[src/rtl/vrp_pld_fifo.sv]
// ---------------------------------------------------------------------------
// vrp_pld_fifo
//
// Synchronous valid/ready payload FIFO that sits in front of one source
// input of the vrp_arb fixed-priority arbiter. It absorbs back-pressure
// while the arbiter serves other sources. It also keeps the arbiter's
// combinational grant path from reaching back into the source.
//
// Handshake semantics (both sides): a beat transfers on a rising clock edge
// where valid and ready are both high. A valid beat holds its payload
// until it is accepted. Neither valid nor ready on the master side depends
// combinationally on rdy_m.
//
// Parameters:
//   DEPTH      number of entries (power of two, >= 2)
//   PLD_WIDTH  payload width in bits
//
// Ports:
//   clk    in   single clock, rising edge
//   rst_n  in   synchronous active-low reset
//   vld_s  in   upstream payload valid
//   pld_s  in   upstream payload
//   rdy_s  out  FIFO accepts pld_s this cycle
//   vld_m  out  head entry valid (to arbiter v_vld_s[i])
//   pld_m  out  head payload     (to arbiter v_pld_s[i])
//   rdy_m  in   arbiter grant    (from arbiter v_rdy_s[i])
//   count  out  occupancy 0..DEPTH
//   full   out  count == DEPTH
//   empty  out  count == 0
//
// Build option:
//   VRP_PLD_FIFO_BYPASS_EN  when defined, a beat arriving at an empty FIFO
//                           is presented on the master side in the same
//                           cycle. It passes straight through if rdy_m is
//                           high. Otherwise it is stored as a normal push.
// ---------------------------------------------------------------------------
module vrp_pld_fifo #(
  parameter int DEPTH     = 4,
  parameter int PLD_WIDTH = 32
) (
  input  logic                       clk,
  input  logic                       rst_n,
  input  logic                       vld_s,
  input  logic [PLD_WIDTH-1:0]       pld_s,
  output logic                       rdy_s,
  output logic                       vld_m,
  output logic [PLD_WIDTH-1:0]       pld_m,
  input  logic                       rdy_m,
  output logic [$clog2(DEPTH):0]     count,
  output logic                       full,
  output logic                       empty
);

  localparam int AW = $clog2(DEPTH);
  localparam int PW = AW + 1;

  localparam logic [PW-1:0] PTR_ONE = {{AW{1'b0}}, 1'b1};

  // Storage is deliberately not reset; validity is tracked by the pointers.
  logic [PLD_WIDTH-1:0] mem [DEPTH];

  // Pointers carry one extra wrap bit so full and empty are distinguishable.
  logic [PW-1:0] wr_ptr;
  logic [PW-1:0] rd_ptr;

  logic          push;
  logic          pop;
  logic [PLD_WIDTH-1:0] head;

  // -------------------------------------------------------------------------
  // Status, derived purely from registered pointers
  // -------------------------------------------------------------------------
  always_comb begin
    empty = (wr_ptr == rd_ptr);
    full  = (wr_ptr[AW-1:0] == rd_ptr[AW-1:0]) && (wr_ptr[AW] != rd_ptr[AW]);
    count = wr_ptr - rd_ptr;
  end

  assign head = mem[rd_ptr[AW-1:0]];

  // Upstream ready depends only on reset and occupancy, never on rdy_m.
  // When full, a pop in the same cycle does not open a slot until the
  // next cycle.
  assign rdy_s = rst_n && !full;

  // -------------------------------------------------------------------------
  // Master-side presentation and handshake qualification
  // -------------------------------------------------------------------------
`ifdef VRP_PLD_FIFO_BYPASS_EN
  logic pass_thru;

  // vld_m may follow vld_s combinationally when empty. It still never
  // looks at rdy_m, so the arbiter grant cannot loop back into it.
  always_comb begin
    vld_m     = rst_n && (!empty || vld_s);
    pld_m     = empty ? pld_s : head;
    // A beat consumed directly from the input never touches storage.
    pass_thru = empty && vld_s && rdy_m && rst_n;
    push      = vld_s && rdy_s && !pass_thru;
    pop       = rst_n && !empty && rdy_m;
  end
`else
  always_comb begin
    vld_m = rst_n && !empty;
    pld_m = head;
    push  = vld_s && rdy_s;
    pop   = vld_m && rdy_m;
  end
`endif

  // -------------------------------------------------------------------------
  // Pointer registers
  // -------------------------------------------------------------------------
  always_ff @(posedge clk) begin
    if (!rst_n) begin
      wr_ptr <= '0;
      rd_ptr <= '0;
    end else begin
      if (push) begin
        wr_ptr <= wr_ptr + PTR_ONE;
      end
      if (pop) begin
        rd_ptr <= rd_ptr + PTR_ONE;
      end
    end
  end

  // -------------------------------------------------------------------------
  // Storage write; push is already qualified by rst_n through rdy_s
  // -------------------------------------------------------------------------
  always_ff @(posedge clk) begin
    if (push) begin
      mem[wr_ptr[AW-1:0]] <= pld_s;
    end
  end

endmodule

[config.mk]
export PLATFORM = sky130hd
export DESIGN_NAME = vrp_pld_fifo
export DESIGN_NICKNAME = d
export VERILOG_FILES = /design/src/rtl/vrp_pld_fifo.sv
export SDC_FILE = /design/constraint.sdc
export NUM_CORES = 1
export LEC_CHECK = 0
export ABC_AREA = 1
export ABC_CLOCK_PERIOD_IN_PS = 3940
export CAP_MARGIN = 20
export CELL_PAD_IN_SITES_DETAIL_PLACEMENT = 1
export CELL_PAD_IN_SITES_GLOBAL_PLACEMENT = 1
export CORE_ASPECT_RATIO = 0.75
export CORE_UTILIZATION = 44
export CTS_CLUSTER_SIZE = 28
export DETAILED_ROUTE_END_ITERATION = 8
export PLACE_DENSITY = 0.75
export SLEW_MARGIN = 0
export SYNTH_ARGS = -nofsm -noshare
export SYNTH_HDL_FRONTEND = slang
export SYNTH_SLANG_ARGS = --single-unit
[constraint.sdc]
create_clock -name clk -period 3.94 [get_ports clk]
set_clock_uncertainty 0.15 [all_clocks]
set_input_delay 0.788 -clock clk [delete_from_list [all_inputs] [get_ports clk]]
set_output_delay 0.788 -clock clk [all_outputs]
set_load 0.005 [all_outputs]
==> results by group, run 1 <==
Run status
  – Outcome: complete, no violations

Power and ir drop
  – Leak pwr: about 2.4 nW
  – Power per Cell Area: approximately 520 nW/um^2
  – Total power: 3.52 mW
  – Peak supply drop: 0.315 mV

Routing
  – Met1 WL: 5.29 mm
  – Final ANT Viol Nets: 0
  – First-pass DRT Iterations: 4
  – DR DRC count: 0
  – Metal2 WL: approximately 5.8 mm
  – Routed via count: around 3.4k
  – Vias per std cell: ~5.2
  – WL final: approximately 12 mm
  – Initial DRC Count: 247
  – Wire per inst: 18.4 um
  – WL met3: 617 um
  – Uppermost routed layer: met4

Clock tree
  – Number of hold buffers added after cts: 0
  – CTS Root Cell: clkbuf_16
  – CTS Buffer Depth: 2
  – Setup bufs post-CTS: 0
  – Num CTS Buffers: 17
  – Clock sinks: between 100 and 150
  – TritonCTS clock tree: yes
  – H-Tree Depth: 4
  – CTS resizes: 0
  – Clock latency on the worst-skew pair: 0.41 ns
  – CTS clk-pin slew, worst paths: around 0.05 ns

GRT
  – GRT overflow: 0
  – Global router's overall resource usage: about a fifth
  – Initial antenna violation count: 0
  – Number of global-route vias before repair: 3547
  – Largest net degree at the start of global routing: 65
  – First-pass GRT wire length: between 15 and 20 mm

Floorplan
  – Placement Rows: 34
  – DIE WIDTH: 129 um
  – Core region area: around 12000 um^2
  – Die height: around 97 um
  – Ports: 75
  – Starting Density: between 40% and 50%
  – Die area: ~12000 um^2

Synth
  – #FFs+latches synth: between 100 and 150
  – Compound-cell area share of the yosys netlist: approximately a tenth
  – Synth Area in Adders: approximately 2.0%
  – Syn Inst Count: a little under 400
  – Largest area contributor in the netlist: edfxtp_1
  – Ys Warns: 0
  – Syn_nets: between 400 and 500
  – Top cell type's share of synthesized area: just over 70%
  – Post-synthesis cell area: 5290 um^2
  – Multiplexer area fraction after synthesis: 0%
  – Yosys cell types: 23
  – Post-Synth Simple-Gate Area: between 8 and 9%
  – Synth top area cells: edfxtp_1, o21ai_0, nor2_1
  – Largest family of logic cells by synthesized area: compound AO/OA/AOI/OAI gates
  – Xor and xnor area share after synthesis: less than 1%
  – Synthesized area per cell: about 14 um^2
  – Sequential cell area fraction in the yosys report: 75.7%

STA
  – Slew at the pin closest to its max-slew limit: approximately 0.64 ns
  – Slew Limit Headroom: between 50% and 60%
  – Fmax: approximately 290 MHz
  – Max-slew violations: 0
  – RSZ-0062 raised after global routing: no
  – Fin. Hold Viols: 0
  – Tcrit/Tclk final: between 80 and 90%
  – Final setup fails: 0
  – Final min period: 3.46 ns
  – Setup TNS: 0 ns

Worst setup path
  – CP Launch Type: register
  – R2r startpoint: wr_ptr[0]$_SDFFE_PN0P_
  – Maximum fanout along the worst path: between 60 and 70
  – Kind of critical path: register to output pin
  – CP bufs+invs: 2
  – Critical Path Sink: pld_m[0]
  – CP arrival: 2.53 ns
  – Critical path depth: 4
  – Critical path capture point type: output pin
  – CP Cell Sequence: inv_4 > o21ai_0 > o22ai_1 > clkdlybuf4s50_1
  – R2R setup slack: ~1.5 ns
  – Reg2Reg Capture Point: mem[3][30]$_DFFE_PP_
  – Worst path top cell family by delay: buffers and inverters
  – R2r worst-path depth: 8
  – Critical Path RT: around 3 ns
  – Slowest CP cell: inv_4
  – CP peak stage delay: about 0.57 ns

Layout
  – Fill cell count: between 1k and 1.5k
  – Number of nets in the layout: between 500 and 600
  – Synth-to-layout area growth: 29.0%
  – Commonest non-fill, non-tap cell in the layout: edfxtp_1
  – Share of post-route cells with drive strength above 1: 9.79%
  – FF+latch area: ~4000 um^2
  – Footprint of the multi-input gates: ~1100 um^2
  – Commonest non-fill, non-tap cells in the layout: edfxtp_1, clkdlybuf4s50_1, nor2_1, o21ai_0, o22ai_1
  – Inserted Diodes: 0

Hold path
  – Worst Hold Class: register to register

Placement
  – RePlAce Congestion: roughly 0.74
  – IO Port Bufs: 74
  – Detailed Place HPWL: about 6.8 mm

Job
  – Max-Cap Viols: 0
-- worst min-delay path by stage --
stage                           start                      to  slack, ns  cells after the start
5_1_grt        wr_ptr[1]$_SDFFE_PN0P_  wr_ptr[1]$_SDFFE_PN0P_       0.43                      2
6_report       wr_ptr[1]$_SDFFE_PN0P_  wr_ptr[1]$_SDFFE_PN0P_       0.39                      2
2_1_floorplan  wr_ptr[2]$_SDFFE_PN0P_  wr_ptr[2]$_SDFFE_PN0P_       0.34                      2
3_3_place_gp   wr_ptr[2]$_SDFFE_PN0P_  wr_ptr[2]$_SDFFE_PN0P_       0.37                      2
4_1_cts        wr_ptr[1]$_SDFFE_PN0P_  wr_ptr[1]$_SDFFE_PN0P_       0.40                      2
3_5_place_dp   wr_ptr[1]$_SDFFE_PN0P_  wr_ptr[1]$_SDFFE_PN0P_       0.39                      2
-- cell families (layout without fill, tap and decap cells) --
family,after synthesis,after routing
buffers and inverters,41,134
flip-flops,136,136
AND/OR/NAND/NOR,103,103
adder cells (fa/ha/maj),8,8
AO/OA/AOI/OAI,98,98
XOR/XNOR,1,1
-- area by class of cell --
class,count,share of cell area [%]
clock buffers,20,6.40
clock inverters,11,1.93
inverters,21,1.19
multi-input cells,210,16.4
flip-flops and latches,136,58.7
well taps,162,2.97
repair buffers,82,12.5
-- metrics by stage --
| stage | hold WS (ns) | area, um^2 | setup WS (ns) | util [%] | std cells |
|---|---|---|---|---|---|
| after floorplan | 0.336 | 5290 | 0.961 | - | 387 |
| after CTS | 0.398 | 6820 | 0.443 | 58.5 | 642 |
| after global placement | 0.369 | 6260 | 0.980 | 53.7 | 611 |
| after global routing | 0.425 | 6820 | 0.310 | 58.5 | 642 |
| final | 0.388 | 6820 | 0.475 | 58.5 | 642 |
| after detailed placement | 0.389 | 6260 | 0.944 | 53.7 | 611 |
-- flip-flops by register name, summed over array words and instances, names as in the netlist, named ones only --
name / cells
rd_ptr: 3
mem: 128
wr_ptr: 3
-- power breakdown --
| group | total, mW | switching [mW] | internal, mW | leakage (nW) |
|---|---|---|---|---|
| combinational | 0.344 | 0.171 | 0.172 | 0.869 |
| sequential | 1.64 | 0.0207 | 1.62 | 1.23 |
| clock | 1.54 | 0.557 | 0.979 | 0.272 |
| total | 3.52 | 0.748 | 2.77 | 2.37 |
-- worst min-delay path: cells and delay by family (launching register included) --
kind / cells / cell delay, ns
DFF: 1 / 0.35
and+or+nand+nor: 2 / 0.15
-- per-layer routing --
layer  vias up  GRT usage (%)
met4         0           6.24
li1       1585              -
met2        95           32.8
met5         -              0
met3        11           6.47
met1      1666           26.0
-- cells in the mapped netlist, drive strengths merged --
cell type and count:
clkbuf 4, nand3 10, a21oi 2, nor2 74
buf 16, edfxtp 128, fa 1, o21ai 64
dfxtp 8, xor2 1, o22ai 32, inv 21
nand2 17, nand4 2, ha 7
(Power assumes the default switching activity.)
==> inputs of run 2 (changes only) <==
--- a/config.mk
+++ b/config.mk
@@ -15,6 +15,7 @@
 export CTS_CLUSTER_SIZE = 28
 export DETAILED_ROUTE_END_ITERATION = 8
 export PLACE_DENSITY = 0.75
+export REMOVE_ABC_BUFFERS = 1
 export SLEW_MARGIN = 0
 export SYNTH_ARGS = -nofsm -noshare
 export SYNTH_HDL_FRONTEND = slang
==> run 2 against run 1 <==
Worst setup slack lost 0.028 ns; global-route usage is 0.46 points higher; sequential share of layout area fell by 0.27 points; largest cell class unchanged; core utilization up 0.27 points; largest power group is now clock; design area rose by 0.46%; cell count unchanged; flip-flop and latch count is the same; fmax shrank 0.79%; sequential power about the same; register-to-register slack better by 0.06 ns.
==> results by group, run 2 (synthesized netlist as in run 1, its figures left out) <==
Floorplan
  – Die area: about 12000 um^2
  – DIE WIDTH: 129 um
  – Core region area: ~12000 um^2
  – Ports: between 70 and 80
  – Placement Rows: 34
  – Starting Density: a little under half
  – Die height: 96.9 um

STA
  – Slew Limit Headroom: 57.3%
  – Fin. Hold Viols: 0
  – Max-slew violations: 0
  – Slew at the pin closest to its max-slew limit: ~0.64 ns
  – Final min period: between 3 and 4 ns
  – Final setup fails: 0
  – Setup TNS: 0 ns
  – Fmax: 286 MHz
  – RSZ-0062 raised after global routing: no
  – Tcrit/Tclk final: 88.6%

Worst setup path
  – CP Launch Type: register
  – Critical Path RT: around 3 ns
  – CP bufs+invs: 2
  – Slowest CP cell: clkdlybuf4s50_1
  – Worst path top cell family by delay: buffers and inverters
  – Critical path capture point type: output pin
  – Maximum fanout along the worst path: 64
  – Kind of critical path: register to output pin
  – CP Cell Sequence: inv_4 > o21ai_0 > o22ai_1 > clkdlybuf4s50_1
  – CP arrival: ~2.6 ns
  – CP peak stage delay: roughly 0.56 ns

GRT
  – Initial antenna violation count: 0
  – GRT overflow: 0
  – Largest net degree at the start of global routing: 65
  – Number of global-route vias before repair: ~3.6k
  – Global router's overall resource usage: roughly a fifth
  – First-pass GRT wire length: roughly 19 mm

Layout
  – Commonest non-fill, non-tap cell in the layout: edfxtp_1
  – Inserted Diodes: 0
  – Number of nets in the layout: 511
  – Finished Layout Cells: 642
  – Share of post-route cells with drive strength above 1: approximately 10%
  – Synth-to-layout area growth: 29.6%
  – Commonest non-fill, non-tap cells in the layout: edfxtp_1, clkdlybuf4s50_1, nor2_1, o21ai_0, o22ai_1
  – Utilization after layout: between 50% and 60%
  – Largest register FFs: roughly 130

Placement
  – Inst Count DP: 610
  – RePlAce Congestion: ~0.70
  – Detailed Place HPWL: 6.84 mm
  – IO Port Bufs: 74

Routing
  – WL final: around 12 mm
  – Final ANT Viol Nets: 0
  – Initial DRC Count: ~210
  – DR DRC count: 0
  – Vias per std cell: around 5.3
  – Wire per inst: roughly 18 um
  – First-pass DRT Iterations: 4
  – Routed via count: about 3.4k

Clock tree
  – TritonCTS clock tree: yes
  – CTS clk-pin slew, worst paths: about 0.060 ns
  – Number of hold buffers added after cts: 0
  – CTS Root Cell: clkbuf_16
  – Clock latency on the worst-skew pair: roughly 0.43 ns
  – CTS Buffer Depth: 2
  – CTS resizes: 0
  – Clock sinks: about 140
  – Setup bufs post-CTS: 0
  – Num CTS Buffers: 17
  – H-Tree Depth: 4

Run status
  – Outcome: complete, no violations

Power and ir drop
  – Leak pwr: between 2 and 2.5 nW
  – Peak supply drop: slightly above 0.4 mV
  – P_sw: approximately 780 uW
  – Power per Cell Area: 537 nW/um^2
  – Sequential Power Share: approximately 45%
  – Combinational share of power: 9.2%
  – Clk pwr share: 46.3%
  – Power Internal: a little under 3 mW
  – Net switching fraction of the power: between 20% and 30%

Hold path
  – Worst Hold Class: register to register

Job
  – Max-Cap Viols: 0
## run 2: worst paths after layout
| check | from | end | slack (ns) | depth (start not counted) |
|---|---|---|---|---|
| worst min register to register | wr_ptr[1]$_SDFFE_PN0P_ | wr_ptr[1]$_SDFFE_PN0P_ | 0.40 | 2 |
| worst max register to register | wr_ptr[0]$_SDFFE_PN0P_ | mem[1][21]$_DFFE_PP_ | 1.59 | 8 |
| worst min-delay path | wr_ptr[1]$_SDFFE_PN0P_ | wr_ptr[1]$_SDFFE_PN0P_ | 0.40 | 2 |
| worst max-delay path | register | pld_m[13] | 0.45 | 4 |
## run 2: routing by layer
layer,GRT usage [%],wire [um]
met2,34.7,5980
met4,11.1,272
met5,0,0
met1,24.6,5120
met3,5.09,466
## run 2: worst reg2reg max path, delay by kind of cell (launching register included)
kind | cells | cell delay [ns]
AND/OR/NAND/NOR | 4 | 0.75
buffers and inverters | 3 | 0.44
flip-flops | 1 | 0.38
adder cells (fa/ha/maj) | 1 | 0.33
## run 2: cell type report
class,count,area (um^2)
Fill cell,1169,4800
Sequential cell,136,4010
Multi-Input combinational cell,210,1120
Timing Repair Buffer,81,818
Clock buffer,17,425
Clock inverter,15,206
Tap cell,162,203
Inverter,21,81.3
## run 2: metrics by stage
| step | power (mW) | setup slack [ns] | cell area, um^2 | hold WS [ns] |
|---|---|---|---|---|
| final | 3.68 | 0.447 | 6860 | 0.405 |
| after global routing | 3.78 | 0.271 | 6860 | 0.466 |
| after detailed placement | 2.01 | 0.907 | 6220 | 0.405 |
| after CTS | 3.72 | 0.451 | 6860 | 0.414 |
| after global placement | 2.00 | 0.977 | 6220 | 0.371 |
| after floorplan | 1.79 | 0.961 | 5170 | 0.336 |
## run 2: power by group through the flow
stage          logic, mW  registers (mW)  clock network, mW
6_report           0.338            1.64               1.70
5_1_grt            0.370            1.65               1.77
4_1_cts            0.344            1.64               1.73
3_5_place_dp       0.339            1.67                  0
3_3_place_gp       0.332            1.67                  0
2_1_floorplan      0.120            1.67                  0
==> inputs of run 3 (changes only) <==
--- a/config.mk
+++ b/config.mk
@@ -14,9 +14,10 @@
 export CORE_UTILIZATION = 44
 export CTS_CLUSTER_SIZE = 28
 export DETAILED_ROUTE_END_ITERATION = 8
+export GPL_ROUTABILITY_DRIVEN = 0
 export PLACE_DENSITY = 0.75
 export REMOVE_ABC_BUFFERS = 1
-export SLEW_MARGIN = 0
+export SLEW_MARGIN = 20
 export SYNTH_ARGS = -nofsm -noshare
 export SYNTH_HDL_FRONTEND = slang
 export SYNTH_SLANG_ARGS = --single-unit
==> results of run 3 <==
Final layout, timing and power as in run 2 (identical DEF).
